### src/rtl/control_cmd_fillarea.sv
// Fill-area command decoder: collects rectangle/color payload bytes, bounds-checks the
// rectangle, launches the downstream fill subcommand and reports completion.
package params;
  localparam int unsigned BYTES_PER_PIXEL = 2;
  localparam int unsigned PIXEL_WIDTH     = 64;
  localparam int unsigned PIXEL_HEIGHT    = 32;
endpackage

package calc_pkg;
  function automatic int unsigned addr_w(input int unsigned n);
    return (n <= 1) ? 1 : $clog2(n);
  endfunction
endpackage

module control_cmd_fillarea #(
  parameter int unsigned BYTES_PER_PIXEL = params::BYTES_PER_PIXEL,
  parameter int unsigned PIXEL_WIDTH     = params::PIXEL_WIDTH,
  parameter int unsigned PIXEL_HEIGHT    = params::PIXEL_HEIGHT
) (
  input  logic                                          clk,
  input  logic                                          reset,
  input  logic                                          enable,
  input  logic [7:0]                                    data_in,
  input  logic                                          data_valid,
  input  logic                                          subcmd_done,
  output logic                                          subcmd_enable,
  output logic                                          subcmd_ack,
  output logic [calc_pkg::addr_w(PIXEL_WIDTH)-1:0]      x1,
  output logic [calc_pkg::addr_w(PIXEL_HEIGHT)-1:0]     y1,
  output logic [calc_pkg::addr_w(PIXEL_WIDTH)-1:0]      width,
  output logic [calc_pkg::addr_w(PIXEL_HEIGHT)-1:0]     height,
  output logic [BYTES_PER_PIXEL*8-1:0]                  color,
  output logic                                          done,
  output logic                                          error
);

  localparam int unsigned CW = calc_pkg::addr_w(PIXEL_WIDTH);
  localparam int unsigned RW = calc_pkg::addr_w(PIXEL_HEIGHT);
  localparam logic [1:0]  CNT_LAST = 2'(BYTES_PER_PIXEL - 1);

  localparam logic [3:0] IDLE      = 4'd0;
  localparam logic [3:0] GET_X1    = 4'd1;
  localparam logic [3:0] GET_Y1    = 4'd2;
  localparam logic [3:0] GET_W     = 4'd3;
  localparam logic [3:0] GET_H     = 4'd4;
  localparam logic [3:0] GET_COLOR = 4'd5;
  localparam logic [3:0] CHECK     = 4'd6;
  localparam logic [3:0] RUN       = 4'd7;
  localparam logic [3:0] ACK       = 4'd8;
  localparam logic [3:0] FINISH    = 4'd9;

  logic [3:0]                   state;
  logic                         enable_q;
  logic [7:0]                   x1_q, y1_q, w_q, h_q;
  logic [BYTES_PER_PIXEL*8-1:0] color_q;
  logic [1:0]                   cnt;
  logic                         err_q;
  logic [8:0]                   x_end, y_end;
  logic                         reject;

  // Rectangle end coordinates kept at 9 bits so 255+255 cannot wrap into range
  always_comb begin
    x_end  = {1'b0, x1_q} + {1'b0, w_q};
    y_end  = {1'b0, y1_q} + {1'b0, h_q};
    reject = (w_q == '0) || (h_q == '0) ||
             (x_end > 9'(PIXEL_WIDTH)) || (y_end > 9'(PIXEL_HEIGHT));
  end

  always_ff @(posedge clk or negedge reset) begin
    if (!reset) begin
      state    <= IDLE;
      enable_q <= 1'b0;
      x1_q     <= '0;
      y1_q     <= '0;
      w_q      <= '0;
      h_q      <= '0;
      color_q  <= '0;
      cnt      <= '0;
      err_q    <= 1'b0;
    end else begin
      enable_q <= enable;
      case (state)
        IDLE: if (enable && !enable_q) begin
          state <= GET_X1;
          cnt   <= '0;
        end
        GET_X1: if (!enable) state <= IDLE;
                else if (data_valid) begin x1_q <= data_in; state <= GET_Y1; end
        GET_Y1: if (!enable) state <= IDLE;
                else if (data_valid) begin y1_q <= data_in; state <= GET_W; end
        GET_W:  if (!enable) state <= IDLE;
                else if (data_valid) begin w_q <= data_in; state <= GET_H; end
        GET_H:  if (!enable) state <= IDLE;
                else if (data_valid) begin h_q <= data_in; state <= GET_COLOR; end
        GET_COLOR: begin
          if (!enable) begin
            state <= IDLE;
          end else if (data_valid) begin
            // Byte k of the payload lands in lane BPP-1-k (first byte is most significant)
            for (int unsigned i = 0; i < BYTES_PER_PIXEL; i++)
              if (cnt == 2'(BYTES_PER_PIXEL - 1 - i)) color_q[i*8 +: 8] <= data_in;
            if (cnt == CNT_LAST) begin
              cnt   <= '0;
              state <= CHECK;
            end else begin
              cnt <= cnt + 2'd1;
            end
          end
        end
        CHECK: begin
          if (!enable) begin
            state <= IDLE;
          end else if (reject) begin
            err_q <= 1'b1;
            state <= FINISH;
          end else begin
            err_q <= 1'b0;
            state <= RUN;
          end
        end
        RUN:     if (subcmd_done) state <= ACK;
        ACK:     state <= FINISH;
        FINISH:  state <= IDLE;
        default: state <= IDLE;
      endcase
    end
  end

  assign subcmd_enable = (state == RUN);
  assign subcmd_ack    = (state == ACK);
  assign done          = (state == FINISH);
  assign error         = (state == FINISH) && err_q;
  assign x1            = x1_q[CW-1:0];
  assign y1            = y1_q[RW-1:0];
  assign width         = w_q[CW-1:0];
  assign height        = h_q[RW-1:0];
  assign color         = color_q;

endmodule

### config.mk
export PLATFORM = sky130hd
export DESIGN_NAME = control_cmd_fillarea
export DESIGN_NICKNAME = d
export VERILOG_FILES = /design/src/rtl/control_cmd_fillarea.sv
export SDC_FILE = /design/constraint.sdc
export NUM_CORES = 1
export LEC_CHECK = 0
export CAP_MARGIN = 15
export CORE_MARGIN = 2
export CORE_UTILIZATION = 47
export DETAILED_ROUTE_END_ITERATION = 10
export HOLD_SLACK_MARGIN = 0.1
export PLACE_DENSITY = 0.72
export SLEW_MARGIN = 5
export SYNTH_ARGS = -nofsm -noshare
export SYNTH_HDL_FRONTEND = slang
export SYNTH_SLANG_ARGS = --single-unit
### constraint.sdc
create_clock -name clk -period 2.92 [get_ports clk]
set_clock_uncertainty 0.1 [all_clocks]
set_input_delay 0.438 -clock clk [delete_from_list [all_inputs] [get_ports clk]]
set_output_delay 0.438 -clock clk [all_outputs]
set_load 0.02 [all_outputs]
==> summary.txt, run 1 <==
Layout
  – Final non-filler cell total: 404
  – Fin area: 3800 sq um
  – Fraction of layout cells with a size suffix above 1: 22.9%
  – Nets@finish: 357
  – Synthesis-to-finish area growth: 19.4%
  – Antenna Cells: 0
  – Fin util: 58.8%

Logic synthesis
  – Synthesized netlist cell count: 283
  – Most frequent cell after synthesis: dfrtp_1
  – Top cells by area, synth: dfrtp_1 44%, mux2_2 18%, ha_1 6.3%
  – Top-area cell type share of the netlist area: 44.1%
  – Async SR Flop Fraction: 100%
  – Syn_nets: 314
  – Mapped cell area: 3180 sq um
  – Sequential share of the synthesized area: 44.1%
  – Yosys reg bits: 56
  – Post-Syn Area per Cell: 11.2 sq um
  – Yosys cell types: 50
  – Dominant synthesized flop cell: dfrtp_1
  – Number of synthesized flops with an enable pin: 0
  – Synth cell count leaders: 56 x dfrtp_1, 50 x mux2_2, 22 x buf_4
  – Syn. warnings: 0
  – Synth area leader: dfrtp_1

Global routing
  – Largest net degree at the start of global routing: 24
  – Initial antenna violation count: 0
  – Vias in the first global route: 2384
  – Global route overflow: 0
  – First-pass GRT wire length: 11300 um
  – GRT Util Overall: 19.0%

Setup path
  – Critical Path Slowest Stage Cell: a2111o_1
  – Critical Path AT: 2880 ps
  – Worst-path fanout max: 4
  – Cell depth of the worst setup path: 8
  – Crit-path max cell delay: 430 ps
  – R2R depth: 8
  – Delay-heaviest family, CP: compound AO/OA/AOI/OAI gates
  – WP data required: 3020 ps
  – Crit end category: flip-flop
  – Crit Path Category: flip-flop to flip-flop
  – Worst path buffer plus inverter count: 0
  – Startpoint Class: flip-flop
  – Critical-path cell list: ha_1, fa_1, a211oi_1, or2_2, o2111a_1, a21oi_1, a2111o_1, o31a_1

Clock tree
  – Htree depth: 2
  – Cts repair resizes: 0
  – CTS tree: yes
  – Root buffer cell: clkbuf_8
  – # clock sinks: 56
  – Worst skew pair latency: 310 ps
  – Clk buf depth: 2
  – Clock-pin slew on the worst setup and hold paths: 100 ps
  – TritonCTS buffer count: 5

Placed design
  – RePlAce Congestion: 0.871
  – Dpl cells: 395
  – HPWL after DPL: 5070 um
  – DP Area: 3690 sq um
  – IO buf count: 54

Flow run
  – Max Cap Violations: 0

Routing
  – Post-DRT Antenna Nets: 0
  – Total Wirelength: 6640 um
  – Vias per inst: 5.74
  – Detailed Routing Iterations Pass 1: 4
  – Total number of vias: 2319
  – Wirelength per Cell: 16.4 um
  – Drc violations: 0
  – Initial DRC count: 124

Floorplan
  – Row count: 29
  – Die area: 7440 sq um
  – IO Pins: 55
  – Starting density of the core: 49.2%
  – Core Box Area: 6460 sq um
  – Die width: 86.2 um
  – Die height: 86.2 um

Power
  – Reg power frac: 31.6%
  – Logic gate share of total power: 58.4%
  – LEAKAGE: 1.65 nW
  – Sw frac: 42.2%
  – Internal: 2.59 mW
  – Clk network pwr share: 9.9%
  – Pwr dens: 1180 nW/um^2
  – Switching power: 1.89 mW
  – Max VDD drop: 0.499 mV

Timing
  – Final period demand of the worst path: 2780 ps
  – Max Fclk: 0.360 GHz
  – Final Cycle Share: 95.2%
  – Max-slew headroom: 64.6%
  – Setup_tns: 0 ps
  – Worst-margin pin slew: 526 ps
  – Final Hold Viols: 0
  – Final setup fails: 0
  – Unrepaired setup endpoints after global routing: no
  – WHS: 417 ps
  – Max-slew violation count: 0

Worst hold path
  – Worst Hold Path Cells: 1
  – HP Class: flip-flop to flip-flop

Outcome
  – Outcome: finished clean
stage by stage:
step / worst slack, ps / total power [mW]
finish: 141 / 4.49
global route: 23.5 / 4.85
CTS: 142 / 4.50
detailed placement: 164 / 4.04
global placement: 231 / 3.97
floorplan: 356 / 3.33
area by class of cell:
class,instances,area [sq um]
Tap cell,77,96.3
Timing Repair Buffer,64,613
Sequential cell,56,1400
Clock inverter,2,15.0
Clock buffer,6,82.6
Fill cell,547,2660
Multi-Input combinational cell,193,1570
Inverter,6,22.5
kinds of logic (layout without fill, tap and decap cells):
| logic type | count (synthesis) | after routing | synth area share, % |
|---|---|---|---|
| and+or+nand+nor | 65 | 65 | 10.9 |
| buffers and inverters | 34 | 78 | 6.65 |
| xor gates and xnor gates | 2 | 2 | 0.551 |
| adders and majority gates | 18 | 18 | 7.56 |
| AOI/OAI and AO/OA | 56 | 56 | 11.9 |
| muxes | 52 | 52 | 18.3 |
| DFF | 56 | 56 | 44.1 |
worst register-to-register path, delay by kind of cell (launching register included):
family | cells | cell delay [ps]
DFF | 1 | 420
and+or+nand+nor | 1 | 200
AOI/OAI and AO/OA | 5 | 1290
adders and majority gates | 2 | 660
final timing paths:
path / start / slack, ps / endpoint
worst max register to register: w_q[0]$_DFFE_PN0P_ / 140 / state[3]$_DFFE_PN0P_
worst min-delay path: color[9]$_DFFE_PN0P_ / 420 / color[9]$_DFFE_PN0P_
worst min register to register: color[9]$_DFFE_PN0P_ / 420 / color[9]$_DFFE_PN0P_
worst max-delay path: w_q[0]$_DFFE_PN0P_ / 140 / state[3]$_DFFE_PN0P_
max in group asynchronous: reset / 1580 / w_q[6]$_DFFE_PN0P_
min in group asynchronous: reset / 490 / color[8]$_DFFE_PN0P_
cell usage in the layout, fill, tap and decap left out, types with 9 or more instances in the layout:
cell | netlist | layout
nand2_1 | 10 | 10
o21ai_0 | 13 | 13
ha_1 | 16 | 16
a21oi_1 | 11 | 11
clkdlybuf4s50_1 | 0 | 53
mux2_2 | 50 | 50
nor2_1 | 21 | 21
dfrtp_1 | 56 | 56
buf_4 | 22 | 9
per-layer routing:
layer	routed length (um)	GRT usage [%]	up-vias	share of wire, %
li1	-	-	1107	-
met1	3020	26.2	1148	45
met2	3190	31.7	60	48
met3	380	3.81	4	5.7
met4	53	3.41	0	0.80
met5	0	0	-	0
power by group through the flow:
stage | clock, mW | sequential, mW | combinational (mW)
2_1_floorplan | 0 | 1.45 | 1.88
4_1_cts | 0.460 | 1.42 | 2.62
3_5_place_dp | 0 | 1.43 | 2.61
6_report | 0.444 | 1.42 | 2.62
5_1_grt | 0.485 | 1.48 | 2.89
3_3_place_gp | 0 | 1.43 | 2.54
what timing repair did:
action                                  CTS  global route
buffers inserted                          0             0
endpoints found under the setup margin    0             0
hold buffers                              1             0
endpoints found under the hold margin    16             0
flip-flops by register name (all words and copies together) (netlist names):
register	count
x1_q	8
h_q	8
state	4
y1_q	8
err_q	1
w_q	8
cnt	2
color	16
enable_q	1
Power figures use the tool's default switching activity.
==> run 2: changes to the inputs <==
- clock period: 2.92 -> 2.8 ns (I/O delays scaled with it)
==> run 2 against run 1 <==
  * Total power is 3.7% higher
  * Core utilization hardly changed
  * Fmax is 6.2% higher
  * Hold slack worse by 5.0 ps
  * Worst setup slack better by 43 ps
  * Critical path type unchanged
==> summary.txt, run 2 (synthesis results as in run 1) <==
Routing
  – Initial DRC count: 92 (-26%)
  – Total Wirelength: 6460 um (-2.7%)
  – Wirelength per Cell: 16.0 um (-2.7%)
  – Vias per inst: 5.75 (+0.22%)
  – Total number of vias: 2324 (+0.22%)
  – Post-DRT Antenna Nets: 0 (unchanged)
  – Detailed Routing Iterations Pass 1: 4 (unchanged)
  – Drc violations: 0 (unchanged)

Setup path
  – Worst-path fanout max: 4 (unchanged)
  – Crit-path max cell delay: 440 ps (about the same)
  – Critical Path AT: 2720 ps (-160 ps)
  – Startpoint Class: flip-flop
  – Critical Path Slowest Stage Cell: a2111o_1
  – Critical-path cell list: ha_1, fa_1, a211oi_2, or2_2, o2111a_1, a21oi_1, a2111o_1, o31a_1
  – Crit end category: flip-flop
  – Crit Path Category: flip-flop to flip-flop
  – Delay-heaviest family, CP: compound AO/OA/AOI/OAI gates
  – Worst path buffer plus inverter count: 0 (unchanged)
  – WP data required: 2900 ps (-120 ps)

Clock tree
  – Htree depth: 2 (unchanged)
  – Clk buf depth: 2 (unchanged)
  – TritonCTS buffer count: 5 (unchanged)
  – Root buffer cell: clkbuf_8
  – Worst skew pair latency: 310 ps (about the same)
  – CTS tree: yes
  – Clock-pin slew on the worst setup and hold paths: 100 ps (about the same)
  – # clock sinks: 56 (unchanged)

Timing
  – Final Cycle Share: 93.4% (-1.8 points)
  – Final period demand of the worst path: 2620 ps (-163 ps)
  – Max Fclk: 0.382 GHz (+6.2%)
  – Final setup fails: 0 (unchanged)
  – Max-slew headroom: 64.0% (-0.60 points)
  – Max-slew violation count: 0 (unchanged)
  – WHS: 411 ps (-5.04 ps)
  – Worst-margin pin slew: 535 ps (+8.90 ps)
  – Final Hold Viols: 0 (unchanged)
  – Setup_tns: 0 ps (unchanged)
  – Unrepaired setup endpoints after global routing: no
  – Worst setup slack after layout: 185 ps (+43.4 ps)

Placed design
  – RePlAce Congestion: 0.880 (+1.0%)
  – Post-Place Setup Slack: 99.1 ps (-64.5 ps)
  – HPWL after DPL: 4890 um (-3.6%)
  – IO buf count: 54 (unchanged)

Layout
  – Fin util: 58.8% (about the same)
  – Fraction of layout cells with a size suffix above 1: 22.9% (unchanged)
  – Most common cell after layout, fill and taps aside: dfrtp_1
  – Most frequent cells in the layout: 56 x dfrtp_1, 53 x clkdlybuf4s50_1, 50 x mux2_2, 21 x nor2_1, 16 x ha_1
  – Largest register FFs: 16 (unchanged)
  – Nets@finish: 357 (unchanged)
  – Synthesis-to-finish area growth: 19.5% (about the same)
  – Antenna Cells: 0 (unchanged)
  – # fillers: 565 (+3.3%)

Flow run
  – Max Cap Violations: 0 (unchanged)

Power
  – Max VDD drop: 0.507 mV (+1.7%)
  – Internal: 2.71 mW (+4.5%)
  – Sw frac: 41.7% (-0.42 points)
  – LEAKAGE: 1.65 nW (+0.11%)
  – Clk network pwr share: 9.8% (about the same)
  – Reg power frac: 32.2% (+0.6 points)
  – Switching power: 1.94 mW (+2.7%)
  – Total power: 4.65 mW (+3.7%)
  – Logic gate share of total power: 58.0% (-0.4 points)
  – Pwr dens: 1230 nW/um^2 (+3.7%)

Floorplan
  – Starting density of the core: 49.2% (unchanged)
  – Row count: 29 (unchanged)
  – IO Pins: 55 (unchanged)
  – Core Box Area: 6460 sq um (unchanged)
  – Die width: 86.2 um (unchanged)
  – Die height: 86.2 um (unchanged)
  – Die area: 7440 sq um (unchanged)

Outcome
  – Outcome: finished clean

Global routing
  – Initial antenna violation count: 0 (unchanged)
  – Global route overflow: 0 (unchanged)
  – Vias in the first global route: 2284 (-4.2%)
  – GRT Util Overall: 18.6% (-0.43 points)
  – First-pass GRT wire length: 11000 um (-2.4%)
  – Largest net degree at the start of global routing: 40 (+67%)

Worst hold path
  – HP Class: flip-flop to flip-flop
-- run 2: worst reg2reg max path: cells and delay by family (launching register included) --
family                     cells  cell delay [ps]
and+or+nand+nor                1              170
AOI/OAI and AO/OA              5             1200
adders and majority gates      2              650
DFF                            1              400
-- run 2: cell type report --
type                       count  area (sq um)  share of cell area [%]
inverter                       6          22.5                   0.593
sequential                    56          1400                    36.9
clock inverter                 1          7.51                   0.198
timing repair buffer          64           613                    16.1
multi-input combinational    193          1570                    41.4
clock buffer                   7          86.3                    2.27
tap                           77          96.3                    2.54
-- run 2: repair_timing --
action | in CTS | in global routing
setup buffers | 0 | 0
resized for setup | 0 | 1
hold buffers | 1 | 0
endpoints found under the hold margin | 17 | 0
setup endpoints to repair | 0 | 2
-- run 2: routing by layer --
metal	global-route usage [%]	wire length (um)
met1	25.8	3110
met2	30.0	2950
met3	4.48	351
met4	3.69	45
met5	0	0
-- run 2: final timing paths --
path	startpoint	end	slack, ps	depth (start not counted)
max	x1_q[0]$_DFFE_PN0P_	state[3]$_DFFE_PN0P_	180	8
min	color[9]$_DFFE_PN0P_	color[9]$_DFFE_PN0P_	410	1
max reg2reg	x1_q[0]$_DFFE_PN0P_	state[3]$_DFFE_PN0P_	180	8
min reg2reg	color[9]$_DFFE_PN0P_	color[9]$_DFFE_PN0P_	410	1
max in group asynchronous	reset	h_q[1]$_DFFE_PN0P_	1290	3
min in group asynchronous	reset	color[9]$_DFFE_PN0P_	470	2
-- run 2: metrics by stage --
step                      instances  instance area (sq um)
after floorplan                 283                   3180
after global placement          395                   3690
after detailed placement        395                   3690
after CTS                       404                   3790
after global routing            404                   3800
final                           404                   3800
-- run 2: power groups by stage --
| stage | Combinational, mW | Sequential [mW] | Clock, mW |
|---|---|---|---|
| 2_1_floorplan | 1.96 | 1.51 | 0 |
| 3_3_place_gp | 2.64 | 1.50 | 0 |
| 3_5_place_dp | 2.68 | 1.51 | 0 |
| 4_1_cts | 2.69 | 1.50 | 0.479 |
| 5_1_grt | 2.99 | 1.56 | 0.503 |
| 6_report | 2.70 | 1.50 | 0.454 |
